### src/rtl/vend_pkg.sv
// vend_pkg: shared FSM state and coin encoding for the vending controller
package vend_pkg;
  typedef enum logic [1:0] {IDLE, CREDIT, DISPENSE, CHANGE} state_e;
  localparam logic [1:0] COIN_NONE = 2'd0;
  localparam logic [1:0] COIN_1    = 2'd1;
  localparam logic [1:0] COIN_2    = 2'd2;
  localparam logic [1:0] COIN_BAD  = 2'd3;
endpackage

### src/rtl/vend_prio_arb.sv
// vend_prio_arb: fixed-priority arbiter, lowest unmasked request wins
module vend_prio_arb #(
  parameter int N  = 4,
  parameter int IW = 2
) (
  input  logic [N-1:0]  req_i,
  input  logic [N-1:0]  mask_i,
  output logic          valid_o,
  output logic [IW-1:0] idx_o
);
  always_comb begin
    valid_o = |(req_i & mask_i);
    idx_o = '0;
    for (int i = N - 1; i >= 0; i--)
      if (req_i[i] && mask_i[i]) idx_o = IW'(i);
  end
endmodule

### src/rtl/vend_ctrl.sv
// vend_ctrl: vending controller - credit, arbitration, dispense handshake, change return
module vend_ctrl
  import vend_pkg::*;
#(
  parameter int N_PROD       = 4,
  parameter int PRICE        = 3,
  parameter int CREDIT_W     = 4,
  parameter int STOCK_W      = 3,
  parameter int STOCK_INIT   = 2,
  parameter int DISP_TIMEOUT = 8,
  localparam int IW = N_PROD > 1 ? $clog2(N_PROD) : 1
) (
  input  logic                clk,
  input  logic                rst,
  input  logic [1:0]          coin,
  input  logic [N_PROD-1:0]   sel,
  input  logic                cancel,
  input  logic                restock,
  input  logic                disp_ack,
  output logic                disp_req,
  output logic [IW-1:0]       disp_id,
  output logic                change_pulse,
  output logic                coin_reject,
  output logic [CREDIT_W-1:0] credit,
  output logic [N_PROD-1:0]   sold_out,
  output logic                fault
);
  localparam int TW = $clog2(DISP_TIMEOUT + 1);
  localparam logic [CREDIT_W-1:0] PR = CREDIT_W'(PRICE);
  localparam logic [CREDIT_W:0] CMAX = (CREDIT_W + 1)'(2 ** CREDIT_W - 1);
  state_e state_q, state_d;
  logic [CREDIT_W-1:0] credit_q, credit_d, left;
  logic [STOCK_W-1:0] stock_q [N_PROD];
  logic [STOCK_W-1:0] stock_d [N_PROD];
  logic [N_PROD-1:0] sold_out_q, sold_out_d;
  logic [IW-1:0] disp_id_q, disp_id_d, g_idx;
  logic [TW-1:0] timer_q, timer_d;
  logic [CREDIT_W:0] sum;
  logic disp_req_q, disp_req_d, change_q, change_d, reject_q, reject_d, fault_q, fault_d;
  logic g_valid, coin_ok, grant, ack, tmo, restock_ok;
  vend_prio_arb #(.N(N_PROD), .IW(IW)) u_arb (
    .req_i  (sel),
    .mask_i (~sold_out_q),
    .valid_o(g_valid),
    .idx_o  (g_idx)
  );
  assign sum = {1'b0, credit_q} + (CREDIT_W + 1)'(coin);
  assign coin_ok = (state_q == IDLE || state_q == CREDIT) && !cancel &&
                   (coin == COIN_1 || coin == COIN_2) && sum <= CMAX;
  assign grant = state_q == CREDIT && !fault_q && credit_q >= PR && g_valid;
  assign ack = state_q == DISPENSE && disp_ack;
  assign tmo = state_q == DISPENSE && !disp_ack && timer_q == TW'(DISP_TIMEOUT - 1);
  assign left = credit_q - PR;
  assign restock_ok = state_q == IDLE && restock;
  always_ff @(posedge clk) begin
    if (rst) begin
      state_q <= IDLE;
      credit_q <= '0;
      for (int i = 0; i < N_PROD; i++) stock_q[i] <= STOCK_W'(STOCK_INIT);
      sold_out_q <= '0;
      disp_req_q <= 1'b0;
      disp_id_q <= '0;
      change_q <= 1'b0;
      reject_q <= 1'b0;
      fault_q <= 1'b0;
      timer_q <= '0;
    end else begin
      state_q <= state_d;
      credit_q <= credit_d;
      stock_q <= stock_d;
      sold_out_q <= sold_out_d;
      disp_req_q <= disp_req_d;
      disp_id_q <= disp_id_d;
      change_q <= change_d;
      reject_q <= reject_d;
      fault_q <= fault_d;
      timer_q <= timer_d;
    end
  end
  always_comb begin
    state_d = state_q;
    unique case (state_q)
      IDLE:     state_d = coin_ok ? CREDIT : IDLE;
      CREDIT:   state_d = grant ? DISPENSE : cancel ? CHANGE : CREDIT;
      DISPENSE: state_d = ack ? (left != '0 ? CHANGE : IDLE) : tmo ? CHANGE : DISPENSE;
      CHANGE:   state_d = credit_q <= CREDIT_W'(1) ? IDLE : CHANGE;
      default:  state_d = IDLE;
    endcase
  end
  // Coins are only accepted in IDLE/CREDIT, so the three credit sources never overlap.
  always_comb begin
    credit_d = ack ? left
             : (state_q == CHANGE && credit_q != '0) ? credit_q - CREDIT_W'(1)
             : coin_ok ? sum[CREDIT_W-1:0] : credit_q;
    change_d = state_q == CHANGE && credit_q != '0;
    reject_d = coin != COIN_NONE && !coin_ok;
    disp_req_d = state_d == DISPENSE;
    disp_id_d = grant ? g_idx : disp_id_q;
    fault_d = fault_q | tmo;
    timer_d = state_q == DISPENSE ? timer_q + TW'(1) : '0;
    for (int i = 0; i < N_PROD; i++) begin
      sold_out_d[i] = !restock_ok && stock_q[i] == '0;
      stock_d[i] = restock_ok ? STOCK_W'(STOCK_INIT)
                 : (ack && disp_id_q == IW'(i) && stock_q[i] != '0) ? stock_q[i] - STOCK_W'(1)
                 : stock_q[i];
    end
  end
  assign disp_req = disp_req_q;
  assign disp_id = disp_id_q;
  assign change_pulse = change_q;
  assign coin_reject = reject_q;
  assign credit = credit_q;
  assign sold_out = sold_out_q;
  assign fault = fault_q;
endmodule

### config.mk
export PLATFORM = sky130hd
export DESIGN_NAME = vend_ctrl
export DESIGN_NICKNAME = d
export VERILOG_FILES = /design/src/rtl/vend_pkg.sv /design/src/rtl/vend_prio_arb.sv /design/src/rtl/vend_ctrl.sv
export SDC_FILE = /design/constraint.sdc
export NUM_CORES = 1
export LEC_CHECK = 0
export CORE_AREA = 4 4 66 68
export CTS_CLUSTER_DIAMETER = 50
export CTS_CLUSTER_SIZE = 30
export DETAILED_ROUTE_END_ITERATION = 6
export DIE_AREA = 0 0 70 72
export HOLD_SLACK_MARGIN = 0.03
export PLACE_DENSITY = 0.71
export SLEW_MARGIN = 40
export SYNTH_ARGS = -nofsm -noshare
export SYNTH_HDL_FRONTEND = slang
export SYNTH_HIERARCHICAL = 1
export SYNTH_SLANG_ARGS = --single-unit
### constraint.sdc
create_clock -name clk -period 7.3 [get_ports clk]
set_clock_uncertainty 0.2 [all_clocks]
set_input_delay 2.19 -clock clk [delete_from_list [all_inputs] [get_ports clk]]
set_output_delay 2.19 -clock clk [all_outputs]
set_load 0.01 [all_outputs]
* Word level (Yosys, flattened, before mapping)
Index checks and enable logic that the tools add are counted.
** Storage, ports and cells
- Flip-flop bits (word level) :: 32
- Latch bits :: 0
- Memory bits (writable) :: 0
- Bits in read-only memories :: 0
- Bits of input ports :: 11
- Output and inout port bits :: 14
- Memories :: 0
** Cells by class
- Add/sub/neg operators :: 8
- Multipliers :: 0
- Divide/modulo/power cells :: 0
- Magnitude comparators :: 3
- Equality and inequality tests :: 10
- Shift-type cells :: 0
- Muxes and demuxes :: 15
- Bitwise gates (word level) :: 4
- Reductions and logical operators :: 52
** Operators with widths (number)
- $logic_and 1x1->1 :: 28
- $mux 2 :: 9
- $reduce_bool 3->1 :: 5
- $eq 2x2->1 const B :: 6
- $logic_not 3->1 :: 4
- $mux 4 :: 3
- $sub 3x1->3 const B :: 4
- $pmux 2 s4 :: 1
- $reduce_bool 4->1 :: 2
- $eq 2x1->1 const B :: 3
- $add 4x2->5 :: 1
- $le 5x4->1 const B :: 1
- $logic_not 1->1 :: 5
- $add 4x1->4 const B :: 1
- $and 4x4->4 :: 1
- $eq 4x3->1 const B :: 1
- $ge 4x2->1 const B :: 1
- $le 4x1->1 const B :: 1
- $logic_not 2->1 :: 2
- $not 4->4 :: 1
- $reduce_or 2->1 :: 2
- $reduce_or 4->1 :: 1
- $sub 4x1->4 const B :: 1
- $sub 4x2->4 const B :: 1
- 5 further kinds :: 7

* Depth between registers and ports, before layout
- Word-level depth :: 8
- Gate-level depth with buffers :: 8

* Cells and area by module
The synthesis kept the hierarchy.
** Modules (own cells, without submodules)
- vend_ctrl :: times used 1, cells each 199, area an instance 1786.7 sq um, seq. area each 640.6 sq um
- vend_prio_arb :: times used 1, cells each 7, area an instance 47.5 sq um, seq. area each 0.0 sq um

* Worst setup path after synthesis
Ideal clock, no wire load.
- Path type :: input -> register
- Start :: in coin[0]
- End :: reg credit_q[2] (netlist: credit[2])
- Library setup time :: 0.123 ns
- Arrival :: 3.711 ns
- Data required time :: 6.977 ns
- Slack :: 3.265 ns
- Stages :: 8
- Buffers on the path :: 1
- Cell sequence :: ha_1 fa_1 nand3_1 and3_1 buf_2 o21ai_2 a211oi_2 mux2_1
** On the way
- Cells in the longest elaborated chain, start to end :: 5
- Elaborated cells between the ends (all ways) :: 11
- Those cells by class :: add/sub (1); order compare (1); eq/ne (2); mux (3); reduce/logical (4)
** Ends and longest elaborated chain
- start: declaration :: line vend_ctrl.sv:15 : input logic [1:0] coin,
- parallel branches: the longest is 5 deep, another holds $add 4x2->5
- end signal: assignment :: line vend_ctrl.sv:69 : credit_q <= credit_d;
- end: declaration :: line vend_ctrl.sv:32 : logic [CREDIT_W-1:0] credit_q, credit_d, left;
Parallel ways; which one is timed is not known. The select of a mux whose other input is x is not followed.
A chain may end at the register's enable or synchronous reset.

* Worst setup path after layout
Ends and elaborated chain as after synthesis.

==> reports/qor.yml <==
clock_tree:
  numClockSinks: 32
  root_buffer: "clkbuf_8"
  cts_buffer_depth: 2
  cts_buffers: 5
  hold_buffers: 0
  clkTransAtPathRegs_ns: 0.07
  clk_latency_ns: 0.28
  cts_tree: "done"
  post_cts_resized: 0
  htree_levels: 2
  cts_setup_buffers: 0
yosys:
  ys_seq_area_share_pct: 34.9
  synth_edf_count: 0
  syn_avg_cell_area_um2: 8.90
  syn_nets: 235
  ys_ff_latch: 32
  syn_inst: 206
  syn_area_mm2: 0.00183
  synth_cell_types: 53
  ys_warn_count: 6
  postSynth.asyncResetShare_pct: 0
  synth_ff_type: "dfxtp_1"
hold_path:
  hold_depth: 1
  min_path_type: "flip-flop to flip-flop"
  hp-start: "timer_q[0]$_SDFF_PP0_"
  min_to: "timer_q[0]$_SDFF_PP0_"
cells_and_area:
  nFillCells: 365
  finalNetCount: 257
  final_util_pct: 56.8
  syn_to_final_growth_pct: 19.4
  final_cells: 279
  layout-drive-gt1-share_pct: 7.86
  n_antenna_cell: 0
  design_area_mm2: 0.00219
worst_setup_path:
  r2r_end: "credit[2]$_SDFFE_PP0P_"
  worst-r2r-cell-count: 7
  r2r_setup_slack_ns: 4.92
  endpoint_kind: "flip-flop"
  slowest_stage: "clkdlybuf4s50_1"
  worstSetupStartpointType: "input pin"
  critPathRequiredTime_ns: 7.27
  max_stage_delay_ns: 0.42
  crit_path_cell_trace: "clkdlybuf4s50_1 > ha_1 > fa_1 > nand3_1 > and3_1 > o21ai_2 > a211oi_2 > mux2_1"
  worst_ep_arrival_time_ns: 4.25
  worstPathMaxFanout: 6
  reg2reg_from: "credit[0]$_SDFFE_PP0P_"
  worstSetupPathType: "input pin to flip-flop"
global_routing:
  grt_pass1_wl_mm: 6.20
  grt_max_degree: 19
  grt_usage_pct: 15.4
  grt_pass1_vias: 1311
  grt_antenna_before_repair: 0
  overflow: 0
route:
  m1WireLength_mm: 1.73
  wl_met2_mm: 1.59
  drt_pass1_iterations: 4
  first_iter_violations: 73
  drc: 0
  routedWlPerCell_um: 12.7
  vias_per_cell: 5.08
  vias: 1418
  ant_nets: 0
  wl_met3_um: 184
  top_layer: "met4"
  drt_wl_total_mm: 3.53
sta:
  max_freq_ghz: 0.233
  setup-tns-final_ns: 0
  whs_ns: 0.258
  worst_slack_ns: 3.01
  finalSetupViolCount: 0
  hold_violations: 0
  slew_headroom_pct: 53.7
  worst_slew_pin_slew_ns: 0.695
  slew_violations: 0
  rsz0062_at_grt: "no"
  min_period_ns: 4.29
  min_period_over_period_pct: 58.7
floorplan:
  dieWidth_um: 70
  boundaryPins: 25
  start_util_pct: 47.6
  rows: 23
  die_h_um: 72
  dieArea_mm2: 0.00504
  coreArea_mm2: 0.00386
pwr:
  finalPower_uw: 471
  clkPwrFrac_pct: 35.4
  comb_power_share_pct: 21.8
  switching_power_uw: 137
  powerDensity_mw_per_mm2: 215
  seqPwrFrac_pct: 42.8
  p_leak_nw: 0.894
  switching_share_pct: 29.0
  internal_power_uw: 334
  peakVddDrop_uv: 113
place:
  place_congestion: 0.886
  placed_cell_area_mm2: 0.00208
  placement.io_buffers: 24
  placed_cells: 271
  place_ws_ns: 2.69
  post-dp-hpwl_mm: 2.55
status:
  status: "completed"
run:
  drv_cap: 0
## synth_stat cells, drive strengths merged (2+ instances only)
master   n  area (um^2)
dfxtp   32          641
nor2    30          113
inv     20         75.1
ha      17          213
nand2   15         56.3
xnor2    8         70.1
a21oi    6         30.0
buf      6         43.8
nor3     6         35.0
o21ai    6         33.8
nand2b   4         25.0
nor2b    4         25.0
a211oi   3         27.5
a21o     3         22.5
a22oi    3         27.5
and2     3         18.8
clkbuf   3         11.3
mux2i    3         30.0
xor2     3         26.3
a31oi    2         12.5
and3     2         12.5
and3b    2         17.5
nand3    2         10.0
## worst max-delay path: cells and delay by family
family                     cells  cell delay, ns
and+or+nand+nor                2            0.39
buffers and inverters          1            0.42
AOI/OAI and AO/OA              2            0.31
adders and majority gates      2            0.62
muxes                          1            0.33
## layer usage
metal,vias to the layer above,track usage (%)
li1,734,-
met3,4,5.68
met2,27,23.4
met5,-,0
met1,653,20.3
met4,0,5.32
## power by group through the flow
| stage | clock, mW | combinational, mW | sequential (mW) |
|---|---|---|---|
| global placement | 0 | 0.101 | 0.205 |
| CTS | 0.171 | 0.103 | 0.202 |
| finish | 0.167 | 0.103 | 0.202 |
| detailed placement | 0 | 0.102 | 0.206 |
| global route | 0.179 | 0.115 | 0.204 |
| floorplan | 0 | 0.0775 | 0.199 |
## cell type report
cell class / instances / area (um^2) / share of cell area [%]
clock buffer: 6 / 72.6 / 3.31
tap: 50 / 62.6 / 2.86
clock inverter: 2 / 35.0 / 1.60
sequential: 32 / 641 / 29.3
timing repair buffer: 24 / 240 / 11.0
multi-input combinational: 145 / 1060 / 48.6
inverter: 20 / 75.1 / 3.43
## worst max-delay path by stage
stage,from,end,cells past startpoint
floorplan,coin[0],credit[2]$_SDFFE_PP0P_,8
global placement,coin[0],credit[2]$_SDFFE_PP0P_,8
detailed placement,coin[0],credit[2]$_SDFFE_PP0P_,8
CTS,coin[0],credit[2]$_SDFFE_PP0P_,8
global route,coin[0],credit[2]$_SDFFE_PP0P_,8
finish,coin[0],credit[2]$_SDFFE_PP0P_,8
## logic make-up after synthesis
group	share of synthesized area, %
compound gates	14.5
xor+xnor	5.25
fa+ha+maj	12.7
buf+inv	7.09
flops	34.9
mux	2.25
simple gates	23.3
## state kept, by name (all words and copies together), names as in the netlist
register and flops:
disp_req 1, timer_q 4, disp_id 2, coin_reject 1, stock_q 12, fault 1
change_pulse 1, state_q 2, sold_out 4, credit 4
## placed cells by master, fill, tap and decap left out, types with 2 or more instances in the layout
cell type and n:
xnor2_1 8, nor2_1 30, a21o_1 3, nand2b_1 4, a211oi_1 2, clkdlybuf4s50_1 24
nand2_1 15, xor2_1 3, and2_1 3, nor2b_1 4, a31oi_1 2, nor3_1 5
ha_1 17, mux2i_1 3, a21oi_1 6, and3b_1 2, and3_1 2, o21ai_0 4
inv_1 20, a22oi_1 2, dfxtp_1 32, clkbuf_8 5, nand3_1 2
Power figures use the tool's default switching activity.
